File: config.mk
export PLATFORM = sky130hd
export DESIGN_NAME = exu_writeback
export DESIGN_NICKNAME = d
export VERILOG_FILES = /design/src/rtl/cpu_consts.sv /design/src/rtl/wb_tag_fifo.sv /design/src/rtl/exu_writeback.sv
export SDC_FILE = /design/constraint.sdc
export NUM_CORES = 1
export LEC_CHECK = 0
export ABC_AREA = 0
export CORE_MARGIN = 3
export CORE_UTILIZATION = 30
export DETAILED_ROUTE_END_ITERATION = 8
export HOLD_SLACK_MARGIN = 0.05
export PLACE_DENSITY = 0.55
export SLEW_MARGIN = 25
export SYNTH_ARGS = -nofsm -noshare
export SYNTH_HDL_FRONTEND = slang
export SYNTH_SLANG_ARGS = --single-unit
export TNS_END_PERCENT = 100
File: constraint.sdc
create_clock -name clk -period 1.89 [get_ports clk]
set_clock_uncertainty 0.05 [all_clocks]
set_input_delay 0.189 -clock clk [delete_from_list [all_inputs] [get_ports clk]]
set_output_delay 0.189 -clock clk [all_outputs]
set_load 0.1 [all_outputs]
File: src/rtl/cpu_consts.sv
// Shared CPU constants and types used by the writeback stage.
package cpu_consts;

  typedef struct packed {
    logic [4:0] rd;
    logic       wb_en;
  } wb_tag_t;

  localparam logic [4:0] REG_X0 = 5'd0;

  function automatic logic [31:0] reg_onehot(input logic [4:0] r);
    reg_onehot = 32'd1 << r;
  endfunction

endpackage

File: src/rtl/wb_tag_fifo.sv
// In-order FIFO of writeback destination tags; one entry per in-flight instruction.
module wb_tag_fifo
  import cpu_consts::*;
#(
  parameter int DEPTH = 4,
  localparam int PW = $clog2(DEPTH),
  localparam int CW = PW + 1
) (
  input  logic                  clk,
  input  logic                  resetn,
  input  logic                  clear,
  input  logic                  push,
  input  wb_tag_t               push_tag,
  input  logic                  pop,
  output wb_tag_t               head,
  output logic                  full,
  output logic                  empty,
  output logic [CW-1:0]         count,
  output wb_tag_t [DEPTH-1:0]   entries,
  output logic [DEPTH-1:0]      valid
);

  logic [PW-1:0] rd_ptr;
  logic [PW-1:0] wr_ptr;

  assign head  = entries[rd_ptr];
  assign full  = (count == CW'(DEPTH));
  assign empty = (count == '0);

  // Pop clears before push sets, so a push+pop on a full FIFO (same slot) leaves it valid.
  always_ff @(posedge clk or negedge resetn) begin
    if (!resetn) begin
      rd_ptr  <= '0;
      wr_ptr  <= '0;
      count   <= '0;
      valid   <= '0;
      entries <= '0;
    end else if (clear) begin
      rd_ptr <= '0;
      wr_ptr <= '0;
      count  <= '0;
      valid  <= '0;
    end else begin
      if (pop) begin
        valid[rd_ptr] <= 1'b0;
        rd_ptr        <= rd_ptr + 1'b1;
      end
      if (push) begin
        entries[wr_ptr] <= push_tag;
        valid[wr_ptr]   <= 1'b1;
        wr_ptr          <= wr_ptr + 1'b1;
      end
      case ({push, pop})
        2'b10:   count <= count + CW'(1);
        2'b01:   count <= count - CW'(1);
        default: count <= count;
      endcase
    end
  end

endmodule

File: src/rtl/exu_writeback.sv
// Writeback stage: pairs execute results with in-order destination tags and drives
// a registered one-cycle register-file write port plus a pending-register mask.
module exu_writeback
  import cpu_consts::*;
#(
  parameter int DEPTH = 4
) (
  input  logic        clk,
  input  logic        resetn,
  input  logic        flush_i,
  input  logic        issue_valid_i,
  input  logic [4:0]  issue_rd_i,
  input  logic        issue_wb_en_i,
  output logic        issue_ready_o,
  input  logic        res_valid_i,
  input  logic [63:0] res_i,
  output logic        res_ready_o,
  output logic        rf_we_o,
  output logic [4:0]  rf_waddr_o,
  output logic [63:0] rf_wdata_o,
  output logic [31:0] pending_o,
  output logic        idle_o
);

  localparam int CW = $clog2(DEPTH) + 1;

  // Handshakes: a transfer happens on a rising edge where valid and ready are both high;
  // ready never depends on the same channel's valid, and flush blocks both channels.
  logic               push;
  logic               pop;
  logic               full;
  logic               empty;
  logic [CW-1:0]      count;
  wb_tag_t            head;
  wb_tag_t            push_tag;
  wb_tag_t [DEPTH-1:0] entries;
  logic [DEPTH-1:0]   valid;
  logic [31:0]        pend;

  assign res_ready_o   = ~empty & ~flush_i;
  assign pop           = res_valid_i & res_ready_o;
  assign issue_ready_o = ~full | pop;
  assign push          = issue_valid_i & issue_ready_o & ~flush_i;
  assign push_tag      = '{rd: issue_rd_i, wb_en: issue_wb_en_i};

  wb_tag_fifo #(.DEPTH(DEPTH)) u_fifo (
    .clk      (clk),
    .resetn   (resetn),
    .clear    (flush_i),
    .push     (push),
    .push_tag (push_tag),
    .pop      (pop),
    .head     (head),
    .full     (full),
    .empty    (empty),
    .count    (count),
    .entries  (entries),
    .valid    (valid)
  );

  // Address/data follow every pop; the enable only fires for real register writes.
  always_ff @(posedge clk or negedge resetn) begin
    if (!resetn) begin
      rf_we_o    <= 1'b0;
      rf_waddr_o <= '0;
      rf_wdata_o <= '0;
    end else if (pop) begin
      rf_we_o    <= head.wb_en && (head.rd != REG_X0);
      rf_waddr_o <= head.rd;
      rf_wdata_o <= res_i;
    end else begin
      rf_we_o <= 1'b0;
    end
  end

  always_comb begin
    pend = '0;
    for (int i = 0; i < DEPTH; i++) begin
      if (valid[i] && entries[i].wb_en) pend = pend | reg_onehot(entries[i].rd);
    end
    if (rf_we_o) pend = pend | reg_onehot(rf_waddr_o);
    pend[0] = 1'b0;
  end

  assign pending_o = pend;
  assign idle_o    = empty & ~rf_we_o;

  a_res_needs_tag: assert property (@(posedge clk) disable iff (!resetn) res_valid_i |-> !empty);
  a_count_bound:   assert property (@(posedge clk) disable iff (!resetn) count <= CW'(DEPTH));

endmodule

======== Yosys cells after proc, flatten, opt, wreduce, memory -nomap -nowiden ========
Index checks and enable logic that the tools add are counted.
storage, ports and cells
  output and inout port bits .............. 105
  register bits ........................... 105
  logic and storage cells ................. 86
cells by class
  multiplexer cells ....................... 25
  bitwise logic cells ..................... 17
  order comparisons ....................... 4
  reductions and logical operators ........ 13
  equal/unequal tests ..................... 3
  $add $sub $neg .......................... 4
  shift-type cells ........................ 5
operators with widths
  cell                                                                    count
  32-bit 2-to-1 mux                                                       5
  1-bit by 5-bit << shifter with 32-bit output (first input constant)     5
  32-bit OR                                                               4
  24-bit bitwise mux                                                      1
  4-bit 2-to-1 mux                                                        4
  6-bit binary-select mux with 2-bit select                               1
  6-bit demux with 2-bit select                                           1
  6-bit 2-to-1 mux                                                        2
  2-bit 2-to-1 mux                                                        4
  1-bit logical AND                                                       7
  2-bit by 3-bit < comparator with 1-bit output (second input constant)   2
  3-bit one-hot mux with 2 select lines                                   1
  1-bit bitwise AND                                                       5
  5-bit nonzero test                                                      1
  2-bit by 1-bit adder with 2-bit output (second input constant)          2
  4-bit bitwise AND                                                       1
  1-bit demux with 2-bit select                                           2
  2-bit by 1-bit >= comparator with 1-bit output (second input constant)  2
  1-bit NOT                                                               4
  4-bit NOT                                                               1
  4-bit OR                                                                1
  2-bit nonzero test                                                      2
  3-bit by 1-bit adder with 3-bit output (second input constant)          1
  3-bit equality test (second input constant)                             1
  other kinds (9)                                                         11

======== Depth between registers and ports, before layout ========
Gate-level depths: netlist (run 1).
  word-level depth ........................ 11
  depth in mapped cells ................... 8
  depth with buffers taken out ............ 7

======== Cells and area by module ========
A second synthesis (run 1) with hierarchy kept.
second synthesis, totals
  cell total of the unflattened synthesis .. 484
  area total of the unflattened synthesis .. 5861.9 um2
modules (own cells, without submodules)
  module         instances  cells an instance  sequential area each (um2)  area each (um2)
  exu_writeback  1          363                1751.7                      4117.7
  wb_tag_fifo    1          121                875.8                       1744.2

======== Least setup slack after synthesis (run 1) ========
OpenSTA, ideal clock, no wires.
  path type ............................... register to output
  start point ............................. register rf_we_o
  end point ............................... output port idle_o
  path slack .............................. -2093 ps
  path buffers ............................ 0
  data arrival time ....................... 3744 ps
  cell stages (with the launch flop) ...... 2
  required time ........................... 1651 ps
  cells stage by stage .................... dfrtp_1 -> nor4_1
on the way
  cells in the longest elaborated chain, start to end .. 2
RTL lines
  item                    line                 RTL
  from (decl)             exu_writeback.sv:18  output logic rf_we_o,
  from (signal assigned)  exu_writeback.sv:68  rf_we_o <= head.wb_en && (head.rd != REG_X0);
  1-bit NOT               exu_writeback.sv:86  assign idle_o = empty & ~rf_we_o;
  1-bit bitwise AND       exu_writeback.sv:86
  to (decl)               exu_writeback.sv:22  output logic idle_o
No other way between the ends.

======== Worst setup path in the final report (run 1) ========
  start point ............................. register rf_waddr_o[1]
  end point ............................... output port pending_o[6]
on the way
  cells in the longest elaborated chain, start to end .. 3
RTL lines
  item                                          line                 RTL
  from (decl)                                   exu_writeback.sv:19  output logic [4:0] rf_waddr_o,
  from (signal assigned)                        exu_writeback.sv:69  rf_waddr_o <= head.rd;
  1-bit by 5-bit << shifter with 32-bit output  cpu_consts.sv:12     reg_onehot = 32'd1 << r;
  32-bit OR                                     exu_writeback.sv:81  if (rf_we_o) pend = pend | reg_onehot(rf_waddr_o);
  32-bit 2-to-1 mux                             exu_writeback.sv:81
  to (decl)                                     exu_writeback.sv:21  output logic [31:0] pending_o,
No other way between the ends.

==> impl_metrics.csv, run 1 <==
group,metric,value,unit
yosys,synthesis.area,5770,µm²
grt,grt_first_pass_wirelength,31500,µm
place,numPortBuffers,178,
worst_setup_path,arrival,1.81,ns
pwr,power_frac_seq,25.8,%
pwr,clkPwrFrac,11.3,%
grt,busiest_layer,"met2",
grt,met1_usage,24.0,%
pwr,leakage,3.97,nW
pwr,peakVddDrop,0.00151,V
sta,fin_ws,-0.161,ns
finish,drive_gt1_share,59.3,%
grt,use_met2,32.1,%
yosys,ys_async_sr_fraction,100,%
pwr,netSwitchingFraction,55.7,%
floorplan,start_util,30.7,%
yosys,syn_inst,534,
grt,grt_max_degree,51,
cts,worstSkewPairLatency,0.33,ns
pwr,power.internal,7.34,mW
worst_setup_path,timing.rr.end,"u_fifo.count[1]",
detailed_routing,wl_per_cell,20.1,µm
floorplan,io_pins,180,
floorplan,die_w,145,µm
floorplan,die_area,20900,µm²
sta,maxSlewViolCount,0,
pwr,p_sw,9.23,mW
finish,nets,863,
yosys,syn_area_per_cell,10.8,µm²
floorplan,core_area,18800,µm²
sta,holdWs,0.292,ns
yosys,synthDominantCellAreaShare,45.6,%
flow_run,cap_violations,0,
sta,finalHoldViolCount,0,
detailed_routing,vias,5466,
status,violations,"negative setup slack",
cts,cts-htree-levels,3,
floorplan,core.rowCount,50,
worst_setup_path,cp-end-kind,"primary output",
floorplan,die_h,145,µm
pwr,p_comb_share,62.9,%
finish,post-route-util,52.5,%
cts,cts_sinks,105,
pwr,power,16.6,mW
worst_setup_path,r2r_cells,7,
worst_setup_path,timing.rr.start,"u_fifo.count[1]",
finish,area_delta_synth_final,70.9,%
grt,globalRouteMet3Util,5.56,%
worst_setup_path,required,1.65,ns
cts,clock-root-buffer,"clkbuf_16",
yosys,syn_nets,618,
grt,antenna_found_initial,0,
cts,cts_tree,"built",
worst_setup_path,critPathLaunch,"rf_waddr_o[1]",
worst_setup_path,critPathKind,"reg2out",
grt,grt_pass1_vias,5702,
yosys,yosysTopAreaCell,"dfrtp_1",
detailed_routing,drcViolationCount,0,
detailed_routing,first_pass_iters,5,
worst_setup_path,cp_max_fo,4,
worst_setup_path,cp-endpoint,"pending_o[6]",
detailed_routing,viasPerCell,5.37,
yosys,yosys-top-cells-count,"dfrtp_1, mux2_2, nor2_1",
cts,cts_made_buffers,9,
finish,fill_cells,1639,
yosys,synth_cell_types,46,
finish,diodes,0,
cts,path_clk_slew,0.06,ns
detailed_routing,final_antenna_net_count,0,
cts,cts_buffer_depth,2,
detailed_routing,drtIter0Drc,254,
grt,grt-ovfl-total,0,
yosys,yosysWarningCount,0,
yosys,synth-seq-cells,105,
sta,report.final.setup_viol,31,
worst_setup_path,reg2reg_slack,0.01,ns
worst_hold_path,min_path_type,"in2async",
yosys,synth_most_common_cell,"dfrtp_1",
sta,max_freq,0.487,GHz
yosys,synth.area.top_cells,"dfrtp_1, mux2_2, a22oi_1",
sta,rsz0062_at_grt,"true",
pwr,p_per_area,1680,nW/µm²
yosys,synth_edf_count,0,
sta,fin_crit,2.05,ns
worst_setup_path,start_kind,"flop",
status,outcome,"finished, violations left",
place,dp_slack,-0.214,ns
detailed_routing,wirelength,20400,µm
place,place_hpwl,15200,µm
sta,final.period_utilization,109,%
yosys,ys_seq_area_share,45.6,%
yosys,dominantRegCellSynth,"dfrtp_1",
grt,grt_usage,19.1,%
place,place.gp.congestion,0.893,
==> through the flow <==
step / TNS, ns / std cells / instance area, µm²
2_1_floorplan: -0.879 / 534 / 6230
4_1_cts: -2.97 / 1004 / 9660
5_1_grt: -5.65 / 1017 / 9850
6_report: -3.64 / 1017 / 9850
3_3_place_gp: -3.40 / 966 / 8780
3_5_place_dp: -5.11 / 966 / 8780
==> cell families (layout without fill, tap and decap cells) <==
logic type | after synthesis | in the layout | synth area share [%]
buffers and inverters | 47 | 296 | 3.38
multiplexers | 100 | 100 | 20.7
XOR/XNOR | 2 | 2 | 0.304
flip-flops | 105 | 105 | 45.6
AND/OR/NAND/NOR | 186 | 186 | 17.6
adder cells (fa/ha/maj) | 9 | 9 | 2.08
AO/OA/AOI/OAI | 84 | 84 | 10.3
other | 1 | 1 | 0.0650
==> power groups by stage <==
stage	sequential, mW	combinational (mW)	clock [mW]
2_1_floorplan	8.92	2.29	0
3_3_place_gp	4.26	9.54	0
3_5_place_dp	4.28	9.60	0
4_1_cts	4.30	10.1	1.93
5_1_grt	4.42	10.8	2.02
6_report	4.28	10.4	1.87
==> cell usage in the layout, fill, tap and decap left out, drive strengths merged, types with 14 or more instances in the layout <==
cell type,synthesis,layout
mux2,93,93
a22oi,30,30
o22ai,26,26
nand2,31,31
buf,11,195
nor3,16,16
nand3b,16,16
nor2,41,41
nand3,25,25
dfrtp,105,105
or3,14,14
clkdlybuf4s50,0,73
nor3b,20,20
==> cell type report <==
| cell class | count | area, µm² | area share, % |
|---|---|---|---|
| Inverter | 12 | 45.0 | 0.457 |
| Tap cell | 234 | 293 | 2.97 |
| Multi-Input combinational cell | 382 | 3760 | 38.1 |
| Clock inverter | 2 | 37.5 | 0.381 |
| Sequential cell | 105 | 2680 | 27.2 |
| Clock buffer | 13 | 260 | 2.64 |
| Timing Repair Buffer | 269 | 2780 | 28.2 |
==> flip-flops by register name (all words and copies together), names as in the netlist <==
| signal | count |
|---|---|
| u_fifo.valid | 4 |
| rf_waddr_o | 5 |
| u_fifo.entries | 24 |
| u_fifo.rd_ptr | 2 |
| rf_wdata_o | 64 |
| rf_we_o | 1 |
| u_fifo.count | 3 |
| u_fifo.wr_ptr | 2 |
==> worst min-delay path by stage <==
stage | slack, ns | start | to | cells after the start
floorplan | -0.16 | resetn | rf_wdata_o[0] | 0
global placement | 0.12 | resetn | rf_wdata_o[21] | 1
detailed placement | 0.13 | resetn | rf_wdata_o[54] | 1
CTS | 0.30 | resetn | rf_wdata_o[54] | 2
global route | 0.32 | resetn | rf_wdata_o[16] | 2
finish | 0.29 | resetn | rf_wdata_o[21] | 2
==> per-layer routing <==
| metal | wire length [µm] | share of wire (%) |
|---|---|---|
| met1 | 8080 | 40 |
| met2 | 10200 | 50 |
| met3 | 1700 | 8.3 |
| met4 | 468 | 2.3 |
| met5 | 0 | 0 |
==> what timing repair did <==
action / CTS / global route
endpoints found under the setup margin: 33 / 59
hold buffers: 1 / 0
resized for setup: 103 / 28
gates cloned: 0 / 0
buffers inserted: 22 / 13
hold endpoints to repair: 30 / 0
pin swaps: 13 / 19
==> worst max-delay path: stages, from the launching register on <==
cell and delay (ns):
dfrtp_4 0.52, buf_4 0.16, nand3b_1 0.16, o22ai_2 0.11, or3_4 0.35, buf_12 0.18
No activity file was read; power rests on OpenSTA's default activity.
==> run 2: changes to the inputs <==
Settings changed: PLACE_DENSITY 0.55 to 0.69.
==> impl_metrics.csv, run 2 (same netlist as run 1, synthesis figures left out) <==
group,metric,value,unit
sta,max_freq,0.482,GHz
floorplan,core.rowCount,50,
detailed_routing,vias,5491,
worst_hold_path,min_path_type,"in2async",
pwr,peakVddDrop,0.00192,V
finish,seqCellArea,2680,µm²
worst_setup_path,crit_buf_inv,1,
floorplan,core_area,18800,µm²
worst_setup_path,cp_slowest_cell,"dfrtp_4",
detailed_routing,first_pass_iters,5,
place,place_inst,959,
place,numPortBuffers,178,
worst_setup_path,timing.rr.start,"u_fifo.count[1]",
grt,grt_max_degree,59,
worst_setup_path,reg2reg_slack,-0.05,ns
floorplan,die_area,20900,µm²
flow_run,cap_violations,0,
finish,final_common_cell,"buf_4",
cts,clock-root-buffer,"clkbuf_16",
cts,cts_sinks,105,
floorplan,die_w,145,µm
worst_setup_path,arrival,1.83,ns
sta,fin_ws,-0.184,ns
finish,top_regs,"rf_wdata_o (64), u_fifo.entries (24), rf_waddr_o (5)",
sta,final.period_utilization,110,%
finish,final_area,10200,µm²
sta,maxSlewViolCount,0,
pwr,power,16.9,mW
status,violations,"negative setup slack",
finish,post-route-util,54.2,%
sta,finalHoldViolCount,0,
worst_setup_path,crit_chain,"or3b_4 -> o22ai_1 -> or3_4 -> buf_12",
grt,grt_first_pass_wirelength,29100,µm
detailed_routing,viasPerCell,5.31,
floorplan,start_util,30.7,%
status,outcome,"finished, violations left",
finish,nets,879,
finish,layout_common_cells,"buf_4, mux2_2, dfrtp_1, clkdlybuf4s50_1, buf_12",
worst_setup_path,timing.rr.end,"u_fifo.count[1]",
pwr,leakage,4.10,nW
finish,diodes,0,
grt,grt_pass1_vias,5427,
worst_setup_path,crit_family,"simple AND/OR/NAND/NOR gates",
sta,finalSetupTns,-3.61,ns
finish,area_delta_synth_final,76.3,%
grt,grt-ovfl-total,0,
sta,fin_crit,2.07,ns
floorplan,io_pins,180,
worst_setup_path,required,1.65,ns
cts,worstSkewPairLatency,0.34,ns
finish,drive_gt1_share,62.1,%
place,place.gp.congestion,0.973,
floorplan,die_h,145,µm
detailed_routing,drcViolationCount,0,
cts,path_clk_slew,0.07,ns
cts,cts_buffer_depth,2,
cts,cts_tree,"built",
grt,antenna_found_initial,1,
worst_setup_path,critPathKind,"reg2out",
detailed_routing,final_antenna_net_count,0,
detailed_routing,wirelength,19900,µm
finish,largest_register_ffs,64,
pwr,p_per_area,1670,nW/µm²
worst_setup_path,r2r_cells,6,
finish,fill_cells,1597,
worst_setup_path,cp-end-kind,"primary output",
worst_setup_path,crit_path_max_incr_delay,0.53,ns
worst_setup_path,cp_max_fo,7,
cts,cts_made_buffers,9,
worst_setup_path,start_kind,"flop",
detailed_routing,drtIter0Drc,356,
grt,grt_usage,17.6,%
finish,instances_no_fill,1034,
finish,max_flop_register,"rf_wdata_o",
cts,cts-htree-levels,3,
worst_setup_path,cp.depth,4,
place,place_hpwl,14200,µm
sta,rsz0062_at_grt,"true",
sta,report.final.setup_viol,32,
detailed_routing,wl_per_cell,19.3,µm
finish,multi_input_area,3910,µm²
place,place_area,8730,µm²
-- run 2: what timing repair did --
item / CTS / global route
cloned: 0 / 0
endpoints found under the setup margin: 56 / 55
resized for setup: 100 / 57
pin swaps: 15 / 36
hold buffers: 1 / 0
hold endpoints to repair: 31 / 0
buffers inserted: 30 / 32
-- run 2: area by class of cell --
type / count / share of cell area [%]
multi-input combinational: 382 / 38.5
timing repair buffer: 285 / 28.9
sequential: 105 / 26.4
tap: 234 / 2.88
clock buffer: 9 / 2.22
clock inverter: 7 / 0.775
inverter: 12 / 0.443
-- run 2: power breakdown --
part	switching (mW)	internal (mW)	total (mW)
clock	0.860	1.04	1.90
sequential	1.06	3.22	4.28
combinational	7.50	3.27	10.8
total	9.42	7.53	16.9
-- run 2: worst reg2reg max path, delay by kind of cell (launching register included) --
kind                       cells  cell delay, ns
and+or+nand+nor                1            0.09
AOI/OAI and AO/OA              4            0.77
DFF                            1            0.42
adders and majority gates      1            0.48
-- run 2: worst max path at each step --
stage	slack, ns	to	startpoint
after floorplan	-0.29	issue_ready_o	flush_i
after global placement	-0.15	u_fifo.count[1]	res_valid_i
after detailed placement	-0.18	u_fifo.count[1]	res_valid_i
after CTS	-0.15	pending_o[6]	rf_waddr_o[3]
after global routing	-0.24	pending_o[13]	u_fifo.valid[1]
final	-0.18	pending_o[6]	rf_waddr_o[3]
-- run 2: routing by layer --
layer / up-vias / share of wire, % / GRT usage [%]
met2: 303 / 48 / 28.9
met4: 2 / 2.9 / 6.33
met3: 44 / 10 / 4.89
li1: 2504 / - / -
met1: 2638 / 39 / 22.3
met5: - / 0.055 / 0
-- run 2: stage by stage --
step / worst slack [ns] / hold WS [ns]
final: -0.184 / 0.238
after floorplan: -0.288 / -0.157
after global placement: -0.151 / 0.0629
after CTS: -0.150 / 0.236
after global routing: -0.242 / 0.271
after detailed placement: -0.178 / 0.0655
==> run 3: changes to the inputs <==
Settings changed: CORE_MARGIN 3 to 2, CTS_BUF_LIST from default to sky130_fd_sc_hd__clkbuf_4 sky130_fd_sc_hd__clkbuf_8, GPL_ROUTABILITY_DRIVEN from default to 0.
==> impl_metrics.csv, run 3 (same netlist as run 1, synthesis figures left out) <==
group,metric,value,unit
flow_run,cap_violations,0,
cts,cts-htree-levels,3,
cts,worstSkewPairLatency,0.35,ns
worst_setup_path,cp-end-kind,"primary output",
sta,fin_crit,2.12,ns
status,outcome,"finished, violations left",
worst_setup_path,cp_max_fo,7,
cts,clock-root-buffer,"clkbuf_8",
detailed_routing,first_pass_iters,5,
grt,met1_usage,22.6,%
worst_setup_path,start_kind,"flop",
grt,antenna_found_initial,0,
pwr,leakage,3.95,nW
grt,busiest_layer,"met2",
worst_setup_path,required,1.65,ns
finish,final_common_cell,"buf_4",
finish,nets,866,
detailed_routing,vias,5552,
sta,final.period_utilization,112,%
worst_setup_path,crit_path_max_incr_delay,0.47,ns
finish,largest_register_ffs,64,
place,dp_slack,-0.189,ns
finish,max_flop_register,"rf_wdata_o",
detailed_routing,drtIter0Drc,409,
detailed_routing,wl_per_cell,18.9,µm
place,place_hpwl,13800,µm
place,numPortBuffers,178,
sta,rsz0062_at_grt,"true",
status,violations,"negative setup slack",
grt,grt_max_degree,49,
sta,report.final.setup_viol,32,
finish,top_regs,"rf_wdata_o (64), u_fifo.entries (24), rf_waddr_o (5)",
cts,cts_made_buffers,9,
detailed_routing,final_antenna_net_count,0,
cts,cts_sinks,105,
worst_setup_path,arrival,1.88,ns
grt,grt-ovfl-total,0,
sta,finalHoldViolCount,0,
finish,layout_common_cells,"buf_4, mux2_2, clkdlybuf4s50_1, dfrtp_1, buf_12",
worst_setup_path,crit_chain,"buf_4 -> nor2_1 -> a22oi_1 -> nand3_4 -> buf_12",
floorplan,die_h,143,µm
sta,max_freq,0.471,GHz
grt,globalRouteMet3Util,5.94,%
finish,area_delta_synth_final,70.0,%
worst_setup_path,r2r_cells,7,
cts,cts_buffer_depth,2,
floorplan,die_w,143,µm
floorplan,io_pins,180,
finish,drive_gt1_share,60.4,%
floorplan,core_area,18800,µm²
finish,post-route-util,52.2,%
sta,fin_ws,-0.232,ns
detailed_routing,viasPerCell,5.44,
detailed_routing,wirelength,19300,µm
floorplan,start_util,30.7,%
sta,maxSlewViolCount,0,
cts,path_clk_slew,0.10,ns
worst_setup_path,critPathKind,"reg2out",
floorplan,core.rowCount,50,
cts,cts_tree,"built",
finish,diodes,0,
pwr,peakVddDrop,0.00154,V
sta,holdWs,0.198,ns
worst_setup_path,cp_slowest_cell,"dfrtp_2",
sta,tightest_slew,0.499,ns
worst_hold_path,min_path_type,"in2async",
grt,grt_pass1_vias,5627,
floorplan,die_area,20300,µm²
grt,grt_first_pass_wirelength,29300,µm
grt,grt_usage,18.1,%
sta,maxSlewHeadroom,66.5,%
grt,use_met2,29.7,%
pwr,p_per_area,1640,nW/µm²
detailed_routing,drcViolationCount,0,
[run 3: path summary, 6_finish.rpt]
path	from	to	slack (ns)
worst max-delay path	u_fifo.entries[10]	pending_o[18]	-0.23
worst min-delay path	resetn	rf_wdata_o[10]	0.20
worst max register to register	u_fifo.count[1]	u_fifo.count[1]	-0.01
worst min register to register	rf_wdata_o[41]	rf_wdata_o[41]	0.47
max in group asynchronous	resetn	u_fifo.entries[11]	0.91
min in group clk	res_i[62]	rf_wdata_o[62]	0.38
[run 3: metrics by stage]
stage | setup TNS [ns] | cells | power, mW | cell area (µm²)
2_1_floorplan | -0.879 | 534 | 11.2 | 6230
4_1_cts | -4.00 | 1005 | 15.6 | 9460
3_5_place_dp | -5.60 | 958 | 13.8 | 8740
6_report | -4.50 | 1021 | 16.0 | 9810
5_1_grt | -6.70 | 1021 | 16.6 | 9810
3_3_place_gp | -4.05 | 958 | 13.7 | 8740
[run 3: area by class of cell]
class,count,area (µm²)
clock inverters,7,46.3
well taps,234,293
flip-flops and latches,105,2690
multi-input cells,382,3800
inverters,12,45.0
repair buffers,272,2810
clock buffers,9,124
fillers,1615,8960
[run 3: layer usage]
metal / vias to the layer above / share of wire, %
met5: - / 0
met4: 0 / 2.0
met3: 42 / 9.6
met2: 311 / 48
met1: 2719 / 40
li1: 2480 / -
[run 3: what timing repair did]
item	in CTS	in global routing
gates resized for setup	87	56
endpoints found under the hold margin	80	0
hold buffers	1	0
setup endpoints to repair	33	59
setup buffers	30	16
gates cloned	0	0
pin swaps	18	32
[run 3: power by group]
part | total (mW) | switching [mW] | internal (mW)
logic | 10.5 | 7.42 | 3.09
registers | 4.28 | 1.07 | 3.22
clock network | 1.25 | 0.768 | 0.477
total | 16.0 | 9.26 | 6.79
[run 3: worst max-delay path: cells and delay by family (launching register included)]
kind                   cells  cell delay, ns
AOI/OAI and AO/OA          1            0.20
DFF                        1            0.47
and+or+nand+nor            2            0.52
buffers and inverters      2            0.33
==> variant: new RTL, config.mk and constraints of run 2 <==
The package constant `REG_X0` goes from 5'd0 to 5'd1.
--- a/src/rtl/cpu_consts.sv
+++ b/src/rtl/cpu_consts.sv
@@ -6,7 +6,7 @@
     logic       wb_en;
   } wb_tag_t;
 
-  localparam logic [4:0] REG_X0 = 5'd0;
+  localparam logic [4:0] REG_X0 = 5'd1;
 
   function automatic logic [31:0] reg_onehot(input logic [4:0] r);
     reg_onehot = 32'd1 << r;
Check against the original RTL: not equivalent (a bounded check fails within 4 cycles, from zero or initial values and one cycle with resetn low).
==> variant against run 2 <==
The flow still finishes with violations (setup timing); cell count increased by 3.5%; first-iteration DRC count increased by 3.1%; combinational power increased by 4%; routed wire length increased by 0.28%; sequential cell count unchanged; final area about the same; setup slack improved by 0.020 ns; total power increased by 2.2%; area after synthesis increased by 0.24%; largest cell class unchanged; highest routed layer is now met4.
==> variant: results (changes against run 2) <==
status complete, but fails checks; violated checks setup timing; post-synthesis mux area share 20.6% (-0.049 points); final worst setup slack -0.164 ns (+0.0198 ns); WL met1 8110 µm (+5.0%); worst stage delay on the critical path 0.42 ns (-0.11 ns); post-synthesis sequential area ratio 45.5% (-0.11 points); routed length per instance 18.7 µm (-3.1%); final setup fails 31 (-3.1%); Setup crit end pending_o[5]; Post-Synth Adder-Cell Area 2.08% (-0.0050 points); final WL 20000 µm (+0.28%); IR drop worst, VDD 1.75 mV (-9.2%); syn avg cell area 10.8 µm² (about the same); first-pass GRT wire length 30100 µm (+3.6%); R2R cell count 7 (+1); TNS Setup -2.74 ns (+0.875 ns); starting DRC count in detailed routing 367 (+3.1%); crit-path max FO 5 (-2); Highest Signal Layer met4; largest net degree at the start of global routing 57 (-3.4%); Clock power frac 10.4% (-0.8 points); WL met2 9790 µm (+2.4%); Synth Area in Compound Gates 10.0% (-0.31 points); met1 Track Usage GR 23.2% (+0.88 points); R2R Setup Slk 0.05 ns (+0.10 ns); share of layout cells above drive strength 1 62.1% (about the same); xor/xnor share of the synthesized area 0.303% (-0.00072 points); placed instance count 1006 (+4.9%); vias in the first global route 5691 (+4.9%); DP Wirelength 14500 µm (+2.2%); slowest cell on the critical path dfrtp_2; met3 Use GR 4.60% (-0.29 points); Critical Path Start u_fifo.entries[1]$_DFFE_PN0P_; NetSw 9.81 mW (+4.2%); GRT Resource Usage Total 18.4% (+0.77 points); GP Congestion 0.939 (-3.4%); Commonest cells post-synth dfrtp_1, mux2_2, nor2_1, a22oi_1, nand2_1
variant: cell type report:
cell class | count | area (µm²)
fill | 1614 | 8670
multi-input combinational | 384 | 3810
timing repair buffer | 294 | 3010
sequential | 105 | 2680
tap | 260 | 325
clock buffer | 9 | 225
clock inverter | 7 | 61.3
inverter | 11 | 41.3
variant: what timing repair did:
action                                 in CTS  in global routing
gates resized for setup                    94                 55
pin swaps                                  20                 30
setup endpoints to repair                  32                 33
hold buffers                                1                  0
endpoints found under the hold margin      34                  0
buffers inserted                           31                 17
variant: stage by stage:
step / hold slack (ns) / util (%) / worst slack, ns / instance area, µm²
3_5_place_dp: 0.138 / 47.6 / -0.226 / 8970
4_1_cts: 0.305 / 52.2 / -0.132 / 9830
6_report: 0.299 / 53.9 / -0.164 / 10200
5_1_grt: 0.351 / 53.9 / -0.204 / 10200
3_3_place_gp: 0.136 / 47.6 / -0.212 / 8970
2_1_floorplan: -0.157 / - / -0.119 / 6240
